$ cat src/rtl/imem_if.sv
// Instruction-memory read port: single outstanding word read over req/ack.
interface imem_if;
    localparam int unsigned XLEN = 32;

    logic            req;
    logic [XLEN-1:0] addr;
    logic            ack;
    logic [XLEN-1:0] rdata;

    modport master (output req, output addr, input ack, input rdata);
    modport slave  (input req, input addr, output ack, output rdata);
endinterface

$ cat src/rtl/instruction_fetch_unit.sv
// RV32I fetch stage: PC ownership, imem req/ack, one-entry skid, redirect drain.
module instruction_fetch_unit #(
    parameter logic [31:0] RESET_PC  = 32'h0000_0000,
    parameter logic [31:0] NOP_INSTR = 32'h0000_0013
) (
    input  logic         clk,
    input  logic         reset_n,
    input  logic         stall_i,
    input  logic         redirect_i,
    input  logic [31:0]  redirect_pc_i,
    imem_if.master       imem,
    output logic [31:0]  instruction_o,
    output logic [31:0]  pc_o,
    output logic         valid_o
);
    localparam int unsigned XLEN = 32;

    typedef enum logic [1:0] {
        BOOT,
        REQ,
        FULL,
        DRAIN
    } state_e;

    state_e          state_q, state_d;
    logic [XLEN-1:0] pc_q, pc_d;
    logic [XLEN-1:0] target_q, target_d;
    logic [XLEN-1:0] instr_q, instr_d;
    logic [XLEN-1:0] opc_q, opc_d;
    logic [XLEN-1:0] skid_instr_q, skid_instr_d;
    logic [XLEN-1:0] skid_pc_q, skid_pc_d;
    logic            valid_q, valid_d;
    logic            req_q, req_d;
    logic            flush;

    logic [XLEN-1:0] redirect_tgt;
    logic [XLEN-1:0] pc_inc;
    logic            slot_free;
    logic            consumed;

    assign redirect_tgt = {redirect_pc_i[XLEN-1:2], 2'b00};
    assign pc_inc       = pc_q + XLEN'(4);
    assign slot_free    = !valid_q || !stall_i;
    assign consumed     = valid_q && !stall_i;

    // Address is the PC register itself: it only moves on an acked edge or a redirect.
    assign imem.req      = req_q;
    assign imem.addr     = pc_q;
    assign instruction_o = instr_q;
    assign pc_o          = opc_q;
    assign valid_o       = valid_q;

    // Next-state, PC, skid and output-register selection.
    always_comb begin
        state_d      = state_q;
        pc_d         = pc_q;
        target_d     = target_q;
        instr_d      = instr_q;
        opc_d        = opc_q;
        valid_d      = valid_q;
        skid_instr_d = skid_instr_q;
        skid_pc_d    = skid_pc_q;
        flush        = 1'b0;

        case (state_q)
            BOOT: begin
                state_d = REQ;
            end
            REQ: begin
                if (imem.ack) begin
                    if (redirect_i) begin
                        flush = 1'b1;
                        pc_d  = redirect_tgt;
                    end else if (slot_free) begin
                        instr_d = imem.rdata;
                        opc_d   = pc_q;
                        valid_d = 1'b1;
                        pc_d    = pc_inc;
                    end else begin
                        skid_instr_d = imem.rdata;
                        skid_pc_d    = pc_q;
                        pc_d         = pc_inc;
                        state_d      = FULL;
                    end
                end else if (redirect_i) begin
                    flush    = 1'b1;
                    target_d = redirect_tgt;
                    state_d  = DRAIN;
                end else if (consumed) begin
                    flush = 1'b1;
                end
            end
            FULL: begin
                if (redirect_i) begin
                    flush   = 1'b1;
                    pc_d    = redirect_tgt;
                    state_d = REQ;
                end else if (!stall_i) begin
                    instr_d = skid_instr_q;
                    opc_d   = skid_pc_q;
                    valid_d = 1'b1;
                    state_d = REQ;
                end
            end
            DRAIN: begin
                // Old request cannot be withdrawn; wait for its ack and drop the data.
                if (imem.ack) begin
                    pc_d    = redirect_i ? redirect_tgt : target_q;
                    state_d = REQ;
                end else if (redirect_i) begin
                    target_d = redirect_tgt;
                end
            end
            default: begin
                state_d = BOOT;
            end
        endcase

        if (flush) begin
            instr_d = NOP_INSTR;
            opc_d   = '0;
            valid_d = 1'b0;
        end

        req_d = (state_d == REQ) || (state_d == DRAIN);
    end

    // State and datapath registers.
    always_ff @(posedge clk or negedge reset_n) begin
        if (!reset_n) begin
            state_q      <= BOOT;
            pc_q         <= RESET_PC;
            target_q     <= RESET_PC;
            instr_q      <= NOP_INSTR;
            opc_q        <= '0;
            valid_q      <= 1'b0;
            req_q        <= 1'b0;
            skid_instr_q <= NOP_INSTR;
            skid_pc_q    <= '0;
        end else begin
            state_q      <= state_d;
            pc_q         <= pc_d;
            target_q     <= target_d;
            instr_q      <= instr_d;
            opc_q        <= opc_d;
            valid_q      <= valid_d;
            req_q        <= req_d;
            skid_instr_q <= skid_instr_d;
            skid_pc_q    <= skid_pc_d;
        end
    end
endmodule

$ cat src/flat_wrapper.sv
// flat-port wrapper written by rule: the top's interface ports become plain ports
module instruction_fetch_unit_flat 
#(
    parameter logic [31:0] RESET_PC  = 32'h0000_0000,
    parameter logic [31:0] NOP_INSTR = 32'h0000_0013
)
  (clk, reset_n, stall_i, redirect_i, redirect_pc_i, instruction_o, pc_o, valid_o, imem_req, imem_addr, imem_ack, imem_rdata);
  imem_if imem_i ();
  input  logic clk;
  input  logic reset_n;
  input  logic stall_i;
  input  logic redirect_i;
  input  logic [31:0] redirect_pc_i;
  output logic [31:0] instruction_o;
  output logic [31:0] pc_o;
  output logic valid_o;
  output wire logic [$bits(imem_i.req)-1:0] imem_req;
  output wire logic [$bits(imem_i.addr)-1:0] imem_addr;
  input wire logic [$bits(imem_i.ack)-1:0] imem_ack;
  input wire logic [$bits(imem_i.rdata)-1:0] imem_rdata;
  assign imem_req = imem_i.req;
  assign imem_addr = imem_i.addr;
  assign imem_i.ack = imem_ack;
  assign imem_i.rdata = imem_rdata;
  instruction_fetch_unit #(.RESET_PC(RESET_PC), .NOP_INSTR(NOP_INSTR)) u_core (.clk(clk), .reset_n(reset_n), .stall_i(stall_i), .redirect_i(redirect_i), .redirect_pc_i(redirect_pc_i), .imem(imem_i), .instruction_o(instruction_o), .pc_o(pc_o), .valid_o(valid_o));
endmodule
$ cat config.mk
export PLATFORM = sky130hd
export DESIGN_NAME = instruction_fetch_unit_flat
export DESIGN_NICKNAME = d
export VERILOG_FILES = /design/src/rtl/imem_if.sv /design/src/rtl/instruction_fetch_unit.sv /design/src/flat_wrapper.sv
export SDC_FILE = /design/constraint.sdc
export NUM_CORES = 1
export LEC_CHECK = 0
export ABC_CLOCK_PERIOD_IN_PS = 2650
export CAP_MARGIN = 5
export CORE_MARGIN = 2
export CORE_UTILIZATION = 53
export DETAILED_ROUTE_END_ITERATION = 10
export GPL_TIMING_DRIVEN = 0
export MAX_ROUTING_LAYER = met4
export PLACE_DENSITY = 0.84
export SLEW_MARGIN = 10
export SYNTH_ARGS = -nofsm -noshare
export SYNTH_HDL_FRONTEND = slang
export SYNTH_SLANG_ARGS = --single-unit
$ cat constraint.sdc
create_clock -name clk -period 2.65 [get_ports clk]
set_input_delay 0.53 -clock clk [delete_from_list [all_inputs] [get_ports clk]]
set_output_delay 0.53 -clock clk [all_outputs]
set_load 0.01 [all_outputs]
# After elaboration in Yosys (flattened, before gate mapping)
# Index checks and enable logic that the tools add are counted.
dict set report op_classes {
  addsub 1
  n_eq_ne 13
  mux 40
  bitwise_logic 3
  reduce_logical 13
}
# cell count
set op_table {}
lappend op_table {{$mux 32} 17}
lappend op_table {{$pmux 32 s2} 2}
lappend op_table {{$pmux 32 s3} 1}
lappend op_table {{$add 32x3->32 const B} 1}
lappend op_table {{$mux 2} 7}
lappend op_table {{$ne 3x2->1 const B} 4}
lappend op_table {{$mux 1} 10}
lappend op_table {{$pmux 2 s4} 1}
lappend op_table {{$reduce_and 4->1} 2}
lappend op_table {{$eq 2x2->1 const B} 3}
lappend op_table {{$ne 2x2->1 const B} 3}
lappend op_table {{$reduce_and 6->1} 1}
lappend op_table {{$reduce_bool 3->1} 2}
lappend op_table {{$eq 2x1->1 const B} 2}
lappend op_table {{$pmux 1 s2} 2}
lappend op_table {{$ne 3x1->1 const B} 1}
lappend op_table {{$not 1->1} 3}
lappend op_table {{$logic_not 1->1} 2}
lappend op_table {{$logic_not 2->1} 1}
lappend op_table {{$logic_or 1x1->1} 2}
lappend op_table {{$reduce_and 2->1} 1}
lappend op_table {{$reduce_or 2->1} 1}
lappend op_table {{$logic_and 1x1->1} 1}
dict set report totals {
  register_bits 196
  input_bits 69
  output_inout_bits 98
  elab_cells 79
}

# Depth between registers and ports, before layout
# Gate-level depths: netlist (run 1).
dict set report depth {
  depth_word 8
  ltp_mapped 11
  ltp_nobuf 6
}

# Worst setup path before layout (run 1)
# No wires, ideal clock.
dict set report synth_path {
  path_type {register -> register}
  start {register u_core.state_q[0]}
  end {register u_core.pc_q[26] (netlist: u_core.imem.addr[26])}
  setup_ns 0.069
  arrival_ns 2.117
  required_ns 2.581
  path_slack_ns 0.464
  stages_incl_launch_ff 10
  n_path_buf 3
  synth_period_minus_slack_ns 2.186
  cell_sequence {dfrtp_1 -> inv_1 -> ha_1 -> buf_6 -> nor2b_4 -> buf_6 -> or3_1 -> buf_2 -> or4b_1 -> nand3_1}
}
dict set report synth_via {
  elab_chain_len 3
  word_cells_on_any_way 9
  cone_classes {eq/ne (6); mux (1); reduce/logical (2)}
}
# element line
set synth_rtl {}
lappend synth_rtl {{start, declared} instruction_fetch_unit.sv:25} ;# state_e state_q, state_d;
lappend synth_rtl {{start signal, assigned} instruction_fetch_unit.sv:141} ;# state_q <= state_d;
lappend synth_rtl {{$eq 2x2->1 or $eq 2x1->1 (tied branches)} instruction_fetch_unit.sv:65} ;# case (state_q)
lappend synth_rtl {{$ne 2x2->1 (no line) or $reduce_bool 3->1 (tied branches)} -}
lappend synth_rtl {{$reduce_and 4->1 (no line)} -}
lappend synth_rtl {{end signal, assigned} instruction_fetch_unit.sv:142} ;# pc_q <= pc_d;
lappend synth_rtl {{end, declared} instruction_fetch_unit.sv:26} ;# logic [XLEN-1:0] pc_q, pc_d;
# Parallel ways exist; a longest one is shown, timed or not.
# A chain may end at the register's enable or synchronous reset.

# Worst setup path after layout (run 1)
dict set report layout_path {
  start {input port redirect_i}
  end {register u_core.pc_q[29] (netlist: u_core.imem.addr[29])}
}
dict set report layout_via {
  elab_chain_len 3
  word_cells_on_any_way 7
  cone_classes {eq/ne (1); mux (5); reduce/logical (1)}
}
# element line
set layout_rtl {}
lappend layout_rtl {{start, declared} flat_wrapper.sv:12} ;# input logic redirect_i;
lappend layout_rtl {{$mux 32, on equally long branches} -}
lappend layout_rtl {{$mux 32, on equally long branches} {instruction_fetch_unit.sv:107, instruction_fetch_unit.sv:70}}
lappend layout_rtl {{$pmux 32 s3} instruction_fetch_unit.sv:65}
# Parallel ways exist; a longest one is shown, timed or not. The select of a mux whose other input is x is not followed.

==> run_results.csv, run 1 <==
group,metric,value,unit
synthesis,yosysUniqueCellTypes,65,
cells_and_area,drive_above_1_share,0.177,
routing,drt_wl_total,26.5,mm
grt,grt_max_degree,115,
grt,grt_pass1_vias,7644,
synthesis,ys_seq_area_frac,0.516,
synthesis,synth_nets,881,
clocking,cts_made_buffers,17,
cells_and_area,utilization,0.696,
placement,io_buffers,164,
timing,drv_slew,0,
floorplanning,io_pins,167,
placement,dp_cells,1197,
floorplanning,die_w,138,um
timing,hold_violations,0,
timing,fin_setup_tns,0,ns
worst_setup_path,cp.required,2.95,ns
synthesis,synthArstFlopShare,1.00,
routing,routedWlPerCell,21.5,um
synthesis,synth_cells,807,
grt,grt_util_all_layers,0.300,
routing,drc,0,
clocking,path_clk_slew,0.08,ns
clocking,clockRootBuffer,"clkbuf_16",
clocking,clock_sinks,195,
grt,grt_pass1_wl,42.0,mm
floorplanning,die_height,138,um
worst_setup_path,crit_top_cell,"buf_2",
power,power.leakage,4.89,nW
worst_setup_path,slowest_delay,0.65,ns
routing,via_per_inst,6.28,
synthesis,syn-mean-instance-area,11.7,um^2
worst_setup_path,end_kind,"register",
cells_and_area,syn2layout_area_growth,27.5,%
timing,max_freq,0.383,GHz
routing,antenna_left,0,
placement,postPlaceCellArea,11400,um^2
power,power_density,1250,nW/um^2
worst_setup_path,cpMaxStageDelayCell,"clkdlybuf4s50_1",
routing,vias,7732,
timing,fin_crit_sh,0.985,
synthesis,ys_warn_count,0,
synthesis,synth_edf_count,0,
timing,slew_headroom,0.386,
clocking,cts.path.max_buffers,2,
worst_setup_path,crit_path_cell_trace,"clkdlybuf4s50_1, buf_2, buf_2, clkbuf_1, a21oi_1, a211oi_1, nor3_1",
grt,antenna_found_initial,0,
clocking,clkLatencyLatePin,0.44,ns
worst_setup_path,path_buf_inv,4,
clocking,htreeDepth,4,
timing,skew,0.0103,ns
timing,whs,0.0551,ns
routing,drt-initial-drc-count,838,
synthesis,synth_area_leaders,"dfrtp_1, mux2_2, mux2i_1, o2bb2ai_1, nand2_1",
worst_setup_path,worstSetupStartpointType,"primary input",
timing,tightest_slew,0.914,ns
cells_and_area,stdcell_area,12100,um^2
worst_setup_path,r2r_start,"u_core.state_q[0]",
worst_setup_path,cp_top_family,"buffers and inverters",
cells_and_area,fin_cells,1232,
power,ir_drop,0.000597,V
routing,firstDrtPassIters,6,
synthesis,yosysTopAreaCellShare,0.499,
worst_setup_path,arrival,2.91,ns
floorplanning,num_rows,48,
worst_setup_path,path_class,"in2reg",
synthesis,synth_largest_area_cell,"dfrtp_1",
synthesis,synth-seq-cells,195,
status,status,"complete, no violations",
placement,gp_congestion,0.971,
floorplanning,die_area,19000,um^2
timing,fin_crit,2.61,ns
floorplanning,core_area,17400,um^2
synthesis,synthFlopType,"dfrtp_1",
grt,grt_overflow,0,
worst_setup_path,startpoint,"redirect_i",
timing,setup-violations-final,0,
worst_setup_path,crit_fanout,10,
synthesis,syn_area,9470,um^2
run,max_cap_viol_count,0,
placement,hpwl,18.4,mm
cells_and_area,diodes,0,
cells_and_area,fin_nets,1068,
clocking,cts_tree,"yes",
worst_hold_path,min-delay-path-class,"in2async",
floorplanning,start_util,0.546,
-- final timing paths --
kind	end	slack, ns	cells after the start
max reg2reg	u_core.imem.addr[29]	0.07	10
min reg2reg	u_core.instruction_o[0]	0.47	2
min in group clk	u_core.instruction_o[0]	0.47	2
max in group asynchronous	u_core.pc_o[10]	1.63	2
min	u_core.skid_pc_q[3]	0.06	1
max	u_core.imem.addr[29]	0.04	7
-- repair_timing --
action	in CTS	in global routing
endpoints found under the setup margin	6	74
setup buffers	0	3
hold endpoints to repair	0	0
pin swaps	0	1
hold buffers	0	0
resized for setup	1	5
-- report_power, final --
part / internal [mW] / leakage (nW) / switching (mW)
clock: 1.44 / 0.304 / 1.25
sequential: 4.32 / 2.43 / 1.01
combinational: 3.27 / 2.16 / 3.80
total: 9.03 / 4.89 / 6.06
-- final cells by class --
class | count | area (um^2)
clock inverter | 15 | 188
clock buffer | 17 | 425
buffer | 68 | 317
inverter | 13 | 48.8
tap | 225 | 282
fill | 1274 | 5280
multi-input combinational | 531 | 4230
timing repair buffer | 168 | 1700
sequential | 195 | 4890
-- cells in the final DEF (no fill, tap or decap), drive strengths merged, types with 14 or more instances in the layout --
cell type        n
nor2            17
mux2i           67
mux2            92
buf             41
o2bb2ai         63
o21ai           23
nand3           17
clkdlybuf4s50  163
nand2           46
nand4           19
clkbuf          49
nor4            18
a21oi           14
dfrtp          189
inv             21
-- flip-flops by register name, indices dropped and copies added (netlist names) --
register,count
u_core.imem.addr,32
u_core.instruction_o,32
u_core.pc_o,32
u_core.skid_instr_q,32
u_core.skid_pc_q,32
u_core.target_q,32
u_core.state_q,2
u_core.valid_o,1
-- cell usage after synthesis, types with 3 or more instances --
master	count
mux2i_1	67
a21oi_1	14
nand4b_1	3
mux2_2	92
nand4_1	19
o211ai_1	11
or3_1	6
o21ai_0	23
ha_1	5
nor2_1	17
nand3_1	17
or2_2	3
a22oi_1	7
o2bb2ai_1	63
clkbuf_1	29
buf_6	3
a31oi_1	3
nand2b_1	4
nor2b_1	4
or4b_1	3
and2_1	6
o31ai_1	7
a2bb2oi_1	3
and4_1	5
inv_1	12
dfstp_2	6
a221oi_1	9
a32oi_1	6
a22o_1	9
nand2_1	46
buf_2	27
and3_1	5
buf_1	8
xnor2_1	6
nor4_1	18
nor3_1	12
a211oi_1	4
o311ai_0	4
dfrtp_1	189
-- metal layers --
layer	vias up	track usage	wire length (um)
met5	-	-	0
met4	0	0.123	715
met3	61	0.0559	1980
met2	369	0.443	12400
met1	3842	0.410	11400
li1	3460	-	-
-- kinds of logic after synthesis --
kind of cell,count (synthesis),share of synthesized area
fa+ha+maj,5,0.00661
buf+inv,81,0.0382
flops,195,0.516
mux,159,0.180
simple gates,177,0.102
xor+xnor,8,0.00740
compound gates,182,0.149
-- stage by stage --
step / power [mW] / setup slack [ns]
after floorplan: 9.35 / 0.464
after global placement: 11.9 / -7.01
after detailed placement: 12.2 / -0.362
after CTS: 15.0 / 0.0693
after global routing: 16.0 / -0.0620
final: 15.1 / 0.0388
Power figures use the tool's default switching activity.
==> inputs of run 2 (changes only) <==
--- a/config.mk
+++ b/config.mk
@@ -5,14 +5,15 @@
 export SDC_FILE = /design/constraint.sdc
 export NUM_CORES = 1
 export LEC_CHECK = 0
-export ABC_CLOCK_PERIOD_IN_PS = 2650
+export ABC_CLOCK_PERIOD_IN_PS = 2250
 export CAP_MARGIN = 5
 export CORE_MARGIN = 2
-export CORE_UTILIZATION = 53
+export CORE_UTILIZATION = 48
 export DETAILED_ROUTE_END_ITERATION = 10
 export GPL_TIMING_DRIVEN = 0
 export MAX_ROUTING_LAYER = met4
-export PLACE_DENSITY = 0.84
+export PLACE_DENSITY = 0.81
+export RECOVER_POWER = 100
 export SLEW_MARGIN = 10
 export SYNTH_ARGS = -nofsm -noshare
 export SYNTH_HDL_FRONTEND = slang
==> constraint.sdc (replaced) <==
create_clock -name clk -period 2.25 [get_ports clk]
set_input_delay 0.45 -clock clk [delete_from_list [all_inputs] [get_ports clk]]
set_output_delay 0.45 -clock clk [all_outputs]
set_load 0.01 [all_outputs]
==> run 2 against run 1 <==
Net effect:
- the flow now finishes with violations (max-capacitance violations, max-slew violations)
- wire length grew 0.68%
- critical path depth shrank 1
- core utilization shrank 6.3 points
- via count shrank 0.32%
- first-iteration DRC count shrank 12%
- count of clock-buffer cells in the layout grew 1
- clock skew grew 0.0020 ns
- final cell count grew 3.3%
- flip-flop and latch count is the same
==> run_results.csv, run 2 (synthesized netlist as in run 1, its figures left out) <==
group,metric,value,unit
status,status,"finished, violations left",
status,violations,"max-capacitance violations, max-slew violations",
grt,grt_pass1_vias,7582,
routing,via_per_inst,6.05,
timing,skew,0.0123,ns
placement,dp_slack,-0.710,ns
clocking,cts_made_buffers,17,
timing,drv_slew,84,
placement,dp_cells,1237,
worst_setup_path,crit_fanout,6,
worst_hold_path,min-delay-path-class,"reg2reg",
placement,io_buffers,164,
clocking,clock_sinks,195,
floorplanning,die_height,144,um
cells_and_area,drive_above_1_share,0.216,
cells_and_area,fin_nets,1069,
routing,drc,0,
clocking,clockRootBuffer,"clkbuf_16",
routing,routedWlPerCell,20.9,um
placement,gp_congestion,0.975,
clocking,clkLatencyLatePin,0.44,ns
floorplanning,start_util,0.488,
timing,max_freq,0.446,GHz
routing,drt_wl_total,26.6,mm
timing,setup-violations-final,0,
timing,fin_crit,2.24,ns
cells_and_area,syn2layout_area_growth,29.6,%
grt,grt_overflow,0,
worst_setup_path,crit_path_cell_trace,"inv_2, ha_1, or3_1, nor4_1, or4b_1, nand3_1",
timing,tightest_slew,1.96,ns
worst_setup_path,worstSetupStartpointType,"register",
run,max_cap_viol_count,1,
cells_and_area,diodes,0,
routing,drt-initial-drc-count,736,
floorplanning,io_pins,167,
routing,vias,7707,
worst_setup_path,end_kind,"register",
timing,whs,0.463,ns
timing,slew_headroom,-0.304,
routing,antenna_left,0,
worst_setup_path,arrival,2.62,ns
timing,rsz0062_at_grt,"yes",
timing,finalWorstSetupSlack,0.00891,ns
floorplanning,num_rows,51,
power,ir_drop,0.000694,V
power,power_density,1440,nW/um^2
power,power.leakage,5.14,nW
floorplanning,die_area,20900,um^2
grt,grt_pass1_wl,42.2,mm
timing,hold_violations,0,
grt,grt_util_all_layers,0.273,
worst_setup_path,slowest_delay,0.50,ns
clocking,cts_tree,"yes",
cells_and_area,final_common_cell,"dfrtp_1",
worst_setup_path,path_class,"reg2reg",
worst_setup_path,cp.required,2.63,ns
clocking,htreeDepth,4,
worst_setup_path,cpMaxStageDelayCell,"or3_1",
floorplanning,die_w,144,um
cells_and_area,layout_common_cells,"dfrtp_1, dlygate4sd3_1, mux2_2, clkdlybuf4s50_1, mux2i_1",
grt,grt_max_degree,113,
routing,firstDrtPassIters,5,
timing,fin_crit_sh,0.996,
cells_and_area,fillers,1587,
clocking,cts.path.max_buffers,2,
grt,antenna_found_initial,0,
floorplanning,core_area,19400,um^2
cells_and_area,fin_cells,1273,
clocking,path_clk_slew,0.07,ns
placement,hpwl,18.7,mm
[run 2: changes by cell type in the layout (fill, tap and decap cells not counted), sizes merged]
cell / before / now
inv: 21 / 20
dlymetal6s2s: 0 / 1
dlygate4sd3: 0 / 94
bufinv: 2 / 0
clkdlybuf4s50: 163 / 68
clkinvlp: 0 / 2
clkbuf: 49 / 57
buf: 41 / 35
[run 2: where the power goes]
| group | total [mW] | switching (mW) | internal, mW |
|---|---|---|---|
| Clock | 3.00 | 1.49 | 1.50 |
| Combinational | 8.37 | 4.52 | 3.86 |
| Sequential | 6.25 | 1.16 | 5.08 |
[run 2: what timing repair did]
action	in CTS	in global routing
setup endpoints to repair	151	171
buffers inserted	5	3
hold buffers	0	0
pin swaps	1	4
cloned	0	0
gates resized for setup	38	44
[run 2: final timing paths]
check                                               end                     from  cells past startpoint  slack (ns)
worst min-delay path            u_core.instruction_o[4]  u_core.instruction_o[4]                      2        0.46
worst max register to register     u_core.imem.addr[24]        u_core.state_q[0]                      6       0.009
worst max-delay path               u_core.imem.addr[24]        u_core.state_q[0]                      6       0.009
min in group asynchronous                u_core.pc_o[6]                  reset_n                      1        0.55
max in group asynchronous          u_core.skid_pc_q[11]                  reset_n                      2        0.39
worst min register to register  u_core.instruction_o[4]  u_core.instruction_o[4]                      2        0.46
[run 2: per-stage QoR]
stage	util	total power [mW]	instance area [um^2]	setup TNS, ns
after CTS	0.629	17.7	12200	-0.914
after detailed placement	0.592	14.4	11500	-92.48
final	0.633	17.6	12300	0
after floorplan	-	11.0	9470	0
after global placement	0.590	14.1	11400	-1524.47
after global routing	0.633	18.7	12300	-0.205
[run 2: layout make-up]
type                    instances  area, um^2  area share
multi-input cells             531        4320       0.352
repair buffers                173        1720       0.140
inverters                      13        48.8     0.00398
clock inverters                14         140      0.0114
clock buffers                  18         439      0.0358
flip-flops and latches        195        4890       0.398
well taps                     265         332      0.0270
plain buffers                  64         383      0.0312
[run 2: critical path, delay by kind of cell, from the launching register on]
kind / cells / cell delay, ns
buf+inv: 1 / 0.07
simple gates: 4 / 1.38
fa+ha+maj: 1 / 0.30
flops: 1 / 0.43
[run 2: routing by layer]
layer / up-vias / track usage / routed length (um)
met4: 0 / 0.105 / 635
li1: 3451 / - / -
met3: 54 / 0.0500 / 1690
met1: 3885 / 0.373 / 11600
met5: - / - / 0
met2: 317 / 0.409 / 12700
